<file path="config.mk">
export PLATFORM = sky130hd
export DESIGN_NAME = dmem_arbiter
export DESIGN_NICKNAME = d
export VERILOG_FILES = /design/src/rtl/dmem_arbiter.sv
export SDC_FILE = /design/constraint.sdc
export NUM_CORES = 1
export LEC_CHECK = 0
export CAP_MARGIN = 20
export CORE_MARGIN = 2
export CORE_UTILIZATION = 44
export DETAILED_ROUTE_END_ITERATION = 12
export DONT_BUFFER_PORTS = 1
export REMOVE_ABC_BUFFERS = 1
export SLEW_MARGIN = 20
export SYNTH_ARGS = -nofsm -noshare
export SYNTH_HDL_FRONTEND = slang
export SYNTH_SLANG_ARGS = --single-unit
</file>
<file path="constraint.sdc">
create_clock -name CLK -period 1.5 [get_ports CLK]
set_clock_uncertainty 0.1 [all_clocks]
set_input_delay 0.3 -clock CLK [delete_from_list [all_inputs] [get_ports CLK]]
set_output_delay 0.3 -clock CLK [all_outputs]
set_load 0.02 [all_outputs]
</file>
<file path="src/rtl/dmem_arbiter.sv">
`default_nettype none
`timescale 1ns/1ps
// ============================================================================
// Module      : dmem_arbiter
// Description : Two-port round-robin arbiter in front of a single-ported data
//               memory (A = CPU load/store, B = debug/loader), with access
//               legality checking and registered load data.
//               Optional macro DMEM_ARB_LOCK_EN adds B_LOCK (loader priority hold).
// Revision    : 1.0 - initial release
// ============================================================================
module dmem_arbiter #(
  parameter int unsigned ADDR_LIMIT = 2048
) (
  input  logic        CLK,
  input  logic        RESET_N,
  input  logic        A_REQ,
  input  logic        A_WE,
  input  logic [2:0]  A_FUNC3,
  input  logic [31:0] A_ADDR,
  input  logic [31:0] A_WDATA,
  output logic        A_GNT,
  output logic        A_DONE,
  output logic        A_ERR,
  input  logic        B_REQ,
  input  logic        B_WE,
  input  logic [2:0]  B_FUNC3,
  input  logic [31:0] B_ADDR,
  input  logic [31:0] B_WDATA,
  output logic        B_GNT,
  output logic        B_DONE,
  output logic        B_ERR,
`ifdef DMEM_ARB_LOCK_EN
  input  logic        B_LOCK,
`endif
  output logic [31:0] RDATA,
  output logic        MRd,
  output logic        MWrt,
  output logic [2:0]  FUNC3,
  output logic [31:0] IN_ADDR,
  output logic [31:0] W_DATA,
  input  logic [31:0] R_DATA
);

  localparam logic [31:0] c_addr_limit = 32'(ADDR_LIMIT);

  typedef enum logic [1:0] {
    S_IDLE   = 2'd0,
    S_ACCESS = 2'd1,
    S_DONE   = 2'd2
  } state_t;

  state_t      r_state;
  state_t      w_state_nxt;
  logic        w_decide;
  logic        w_pick_b;
  logic        w_hold_b;
  logic        w_sel_we;
  logic [2:0]  w_sel_func3;
  logic [31:0] w_sel_addr;
  logic [31:0] w_sel_wdata;
  logic        w_sel_err;

  logic        r_a_next;
  logic        r_win_b;
  logic        r_we;
  logic        r_err;
  logic [2:0]  r_func3;
  logic [31:0] r_addr;
  logic [31:0] r_wdata;
  logic [31:0] r_rdata;

  // Rejects out-of-range, misaligned and unsupported-width accesses.
  function automatic logic cmd_err(input logic we, input logic [2:0] f3,
                                   input logic [31:0] addr);
    logic bad_f3;
    logic mis;
    bad_f3 = we ? (f3 > 3'b010) : ((f3 == 3'b011) || (f3[2:1] == 2'b11));
    case (f3)
      3'b010:         mis = (addr[1:0] != 2'b00);
      3'b001, 3'b101: mis = addr[0];
      default:        mis = 1'b0;
    endcase
    return (addr >= c_addr_limit) || bad_f3 || mis;
  endfunction

`ifdef DMEM_ARB_LOCK_EN
  assign w_hold_b = B_LOCK && r_win_b;
`else
  assign w_hold_b = 1'b0;
`endif

  assign w_pick_b    = B_REQ && (!A_REQ || !r_a_next || w_hold_b);
  assign w_sel_we    = w_pick_b ? B_WE    : A_WE;
  assign w_sel_func3 = w_pick_b ? B_FUNC3 : A_FUNC3;
  assign w_sel_addr  = w_pick_b ? B_ADDR  : A_ADDR;
  assign w_sel_wdata = w_pick_b ? B_WDATA : A_WDATA;
  assign w_sel_err   = cmd_err(w_sel_we, w_sel_func3, w_sel_addr);

  always_ff @(posedge CLK or negedge RESET_N) begin
    if (!RESET_N) begin
      r_state <= S_IDLE;
    end else begin
      r_state <= w_state_nxt;
    end
  end

  always_comb begin
    w_state_nxt = r_state;
    w_decide    = 1'b0;
    A_GNT       = 1'b0;
    B_GNT       = 1'b0;
    A_DONE      = 1'b0;
    B_DONE      = 1'b0;
    A_ERR       = 1'b0;
    B_ERR       = 1'b0;
    MRd         = 1'b0;
    MWrt        = 1'b0;
    case (r_state)
      S_IDLE, S_DONE: begin
        if (r_state == S_DONE) begin
          A_DONE = !r_win_b;
          B_DONE = r_win_b;
          A_ERR  = !r_win_b && r_err;
          B_ERR  = r_win_b && r_err;
        end
        w_decide    = A_REQ || B_REQ;
        w_state_nxt = w_decide ? S_ACCESS : S_IDLE;
      end
      S_ACCESS: begin
        A_GNT       = !r_win_b;
        B_GNT       = r_win_b;
        MRd         = !r_we && !r_err;
        MWrt        = r_we && !r_err;
        w_state_nxt = S_DONE;
      end
      default: w_state_nxt = S_IDLE;
    endcase
  end

  // Command is captured only on the grant edge; requesters hold it until then.
  always_ff @(posedge CLK or negedge RESET_N) begin
    if (!RESET_N) begin
      r_a_next <= 1'b1;
      r_win_b  <= 1'b0;
      r_we     <= 1'b0;
      r_err    <= 1'b0;
      r_func3  <= 3'b000;
      r_addr   <= 32'h0;
      r_wdata  <= 32'h0;
      r_rdata  <= 32'h0;
    end else begin
      if (w_decide) begin
        r_a_next <= w_pick_b;
        r_win_b  <= w_pick_b;
        r_we     <= w_sel_we;
        r_err    <= w_sel_err;
        r_func3  <= w_sel_func3;
        r_addr   <= w_sel_addr;
        r_wdata  <= w_sel_wdata;
      end
      if (r_state == S_ACCESS) begin
        r_rdata <= (!r_we && !r_err) ? R_DATA : 32'h0;
      end
    end
  end

  assign RDATA   = r_rdata;
  assign FUNC3   = r_func3;
  assign IN_ADDR = r_addr;
  assign W_DATA  = r_wdata;

endmodule
`default_nettype wire

</file>
* After elaboration in Yosys (flattened, before gate mapping)
Cells that the tools add are included.
** Word-level totals
- Flip-flop bits (word level) :: 105
- Input port bits :: 172
- Logic and storage cells :: 59
** Operators by class
- Magnitude comparators :: 2
- Eq/ne operators :: 7
- Muxes and demuxes :: 22
- Reductions and logical operators :: 19
** Operators with widths (number)
- 32-bit two-way mux :: 3
- 32-bit by 12-bit greater-or-equal comparator with 1-bit output, second input constant :: 1
- 1-bit two-way mux :: 16
- 3-bit by 2-bit equality test with 1-bit output, second input constant :: 2
- 1-bit logical AND :: 5
- 1-bit zero test :: 5
- 1-bit logical OR :: 5
- 2-bit equality test, second input constant :: 2
- 2-bit one-hot mux with 2 select lines :: 1
- 2-bit OR reduction :: 2
- 3-bit by 1-bit equality test with 1-bit output, second input constant :: 1
- 3-bit equality test, second input constant :: 1
- 3-bit by 2-bit greater-than comparator with 1-bit output, second input constant :: 1
- 3-bit two-way mux :: 1
- 2-bit by 1-bit equality test with 1-bit output, second input constant :: 1
- 2-bit zero test :: 1
- 1-bit one-hot mux with 2 select lines :: 1
- 2-bit nonzero test :: 1

* Longest topological paths before layout
- Depth in word-level cells :: 9
- Mapped depth :: 7
- Gate-level depth less buffers :: 5

* Worst setup path before layout
OpenSTA, ideal clock, no wires.
- Path kind :: reg-to-output
- Start :: register r_state[1]
- End :: output port MWrt
- Arrival :: 1.379 ns
- Data required time :: 1.100 ns
- Path slack :: -0.279 ns
- Stages on the path, launching flop included :: 5
- Cells stage by stage :: dfrtp_1 > nand2b_1 > buf_2 > clkbuf_1 > nor3b_1
** On the way
- Cells in the longest elaborated chain, start to end :: 2
** Ends and longest elaborated chain
- start: declaration :: RTL line 52 : state_t r_state;
- start signal: assignment :: RTL line 103 : r_state <= w_state_nxt;
- 2-bit by 1-bit equality test with 1-bit output :: RTL line 118 : case (r_state)
- 1-bit two-way mux :: RTL line 118
- end: declaration :: RTL line 37 : output logic MWrt,
Every way passes these cells.

* Worst setup path after layout
- Start :: register r_state[0]
- End :: register r_wdata[27] (netlist: W_DATA[27])
** On the way
- Cells in the longest elaborated chain, start to end :: 3
- Elaborated cells on any way between the ends :: 4
** Ends and longest elaborated chain
- 2-bit equality test / 2-bit zero test (equally long branches) :: RTL line 118
- 2-bit OR reduction * :: RTL line 118
- 1-bit two-way mux * :: RTL line 118
- end signal: assignment :: RTL line 159 : r_wdata <= w_sel_wdata;
- end: declaration :: RTL line 69 : logic [31:0] r_wdata;
Every way passes the cells marked *; elsewhere a longest branch is shown, timed or not.
A chain may end at the register's enable or synchronous reset.

==> out/metrics.yaml <==
worst_setup_path:
  startpoint_type: "flop"
  cp-end-kind: "flop"
  r2r-start: "r_state[0]"
  crit_fanout: 5
  path_class: "reg -> reg"
  startpoint: "r_state[0]"
  critPathRequiredTime_ns: 1.66
  crit_arrival_ns: 1.90
place:
  gp_congestion: 0.770
  dp_hpwl_um: 8960
  port-buffer-count: 0
synth:
  syn_area_per_cell_sq_um: 10.1
  async_reset_ff_share_pct: 100
  synth_xor_area_share_pct: 0
  synth_edf_count: 0
  synth_simple_gate_area_share_pct: 16.6
  seq_area_frac_synth_pct: 56.1
  synth_ff_type: "dfrtp_1"
  ys_warn_count: 0
  synthMuxAreaShare_pct: 5.55
  synth_top_family_by_area: "simple AND/OR/NAND/NOR gates"
  synthesis.area_sq_um: 4690
  synthCells: 466
  synth.distinct_cells: 36
  synth_seq_cells: 105
  synthAdderAreaFrac_pct: 0
  synth_compound_area_share_pct: 16.2
timing:
  finalMaxSlewViolations: 0
  max_freq_mhz: 574
  layout_setup_ws_ns: -0.242
  finalHoldViolations: 105
  relSlewSlack_pct: 76.3
  rsz0062_at_grt: "true"
  hold_slack_ns: -0.481
  period_needed_ns: 1.74
  setup_viol: 102
  tightest_slew_ns: 0.352
  fin_crit_sh_pct: 116
global_routing:
  grt_use_met1_pct: 33.7
  antenna_found_initial: 1
  grtUsageMet3_pct: 7.66
  grt_pass1_wl_um: 26200
  grt_max_degree: 106
  gr-max-usage-layer: "met2"
  grt_use_total_pct: 30.1
  grt_remaining_overflow: 0
  grtUsageMet2_pct: 53.5
  grt_pass1_vias: 4991
floorplan:
  initial_utilization_pct: 45.4
  ios: 279
  die_h_um: 107
  fp.dieW_um: 107
  core_sq_um: 10300
  dieArea_sq_um: 11500
  std_cell_rows: 37
clock_tree:
  clockBufferDepth: 2
  clockRootBuffer: "clkbuf_8"
  cts_tree: "done"
  clk_pin_slew_ns: 0.10
  clk-insertion-delay-late_ns: 0.36
  clock-sinks: 105
  cts-buffers-inserted: 9
  htree_levels: 3
  hold_buffers: 116
run_status:
  violations: "hold timing, setup timing"
  status: "complete, but fails checks"
detailed_routing:
  wirelength_um: 19200
  dr.pass1.iters: 8
  drt_iter0_markers: 366
  wl_per_cell_um: 24.9
  ant_nets: 0
  drc: 0
  dr_total_vias: 4645
  vias_per_cell: 6.00
power:
  power_switching_uw: 3180
  swShare_pct: 36.7
  p_per_area_nw_per_um2: 1100
  intPower_uw: 5480
  power_frac_clock_pct: 20.4
  p_total_uw: 8660
  p_leak_uw: 0.00330
  peakVddDrop_uv: 610
  p_seq_share_pct: 48.3
  power.share.combinational_pct: 31.3
final_layout:
  final_util_pct: 76.4
  nNetsFinal: 804
  layout-drive-gt1-share_pct: 27.8
  areaGrowthSynthToFinish_pct: 68.2
  final_common_cell: "dlygate4sd3_1"
  final_cell_mix: "dlygate4sd3_1, dfrtp_1, nand2_1"
worst_hold_path:
  worst_hold_path_type: "in -> async"
job:
  max_cap_viol_count: 0
[registers in the layout, summed over array words and instances (netlist names)]
register / flops
r_we: 1
IN_ADDR: 32
r_err: 1
r_state: 2
r_win_b: 1
FUNC3: 3
W_DATA: 32
r_a_next: 1
RDATA: 32
[synthesized netlist by cell type (2+ instances only)]
master	n	area, sq um
nand2_1	110	413
dfrtp_1	104	2600
nor2_1	46	173
a31oi_1	41	257
a22o_1	32	280
o21ai_0	30	150
mux2i_1	26	260
buf_4	10	75.1
buf_6	9	101
clkbuf_1	9	33.8
nor4_1	8	50.1
buf_2	6	30.0
inv_1	3	11.3
nand2b_1	3	18.8
nor3_1	3	15.0
a22oi_1	2	15.0
and2_1	2	12.5
and3_1	2	12.5
nand4_1	2	12.5
or4_1	2	15.0
[cell families (layout without fill, tap and decap cells)]
| logic type | count (synthesis) | count (layout) |
|---|---|---|
| multiplexers | 26 | 26 |
| AND/OR/NAND/NOR | 185 | 185 |
| AO/OA/AOI/OAI | 112 | 112 |
| flip-flops | 105 | 105 |
| other | 0 | 1 |
| buffers and inverters | 38 | 209 |
[metal layers]
metal / wire length, um / vias to the layer above
met4: 908 / 0
li1: - / 1981
met2: 10100 / 317
met3: 1630 / 80
met1: 6610 / 2267
met5: 0 / -
[worst paths after layout]
check | endpoint | slack, ns | depth (start not counted)
worst max-delay path | W_DATA[27] | -0.24 | 8
worst min-delay path | IN_ADDR[24] | -0.48 | 0
worst max register to register | W_DATA[27] | -0.24 | 8
worst min register to register | r_we | 0.49 | 2
max in group asynchronous | r_a_next | 1.57 | 0
min in group CLK | IN_ADDR[1] | 0.02 | 2
[what timing repair did]
item                                   4_1_cts  5_1_grt
cloned                                      21        3
setup buffers                               29        9
pin swaps                                   26       14
gates resized for setup                    127      100
endpoints found under the hold margin      181      105
setup endpoints to repair                   67      107
[power by group through the flow]
stage	combinational (uW)	sequential, uW	clock, uW
finish	2710	4180	1770
global route	2840	4220	1900
CTS	2240	4100	1790
detailed placement	1160	4140	0
global placement	1120	4130	0
floorplan	768	4030	0
[critical path: stages, from the launching register on]
cell and delay [ns]:
dfrtp_2 0.46, buf_6 0.13, or2_4 0.28, inv_8 0.07, buf_6 0.11, buf_12 0.10
buf_12 0.13, nor2_4 0.03, a31oi_1 0.23
[final cells by class]
cell class	instances	area, sq um
clock inverters	6	68.8
diodes	1	2.50
inverters	4	22.5
repair buffers	189	2430
multi-input cells	323	2440
flip-flops and latches	105	2630
fillers	619	2430
clock buffers	10	128
well taps	136	170
[through the flow]
stage / setup slack [ns] / area [sq um] / cells / setup TNS, ns / hold slack, ns
after CTS: -0.228 / 7460 / 776 / -8.95 / -0.505
after floorplan: -1.80 / 4450 / 432 / -127.46 / -0.0956
after global placement: -0.0704 / 4940 / 595 / -0.142 / -0.0929
after global routing: -0.293 / 7890 / 774 / -14.98 / -0.511
after detailed placement: -0.108 / 4940 / 595 / -1.04 / -0.0938
final: -0.242 / 7890 / 774 / -10.42 / -0.481
No activity file was read; power rests on OpenSTA's default activity.
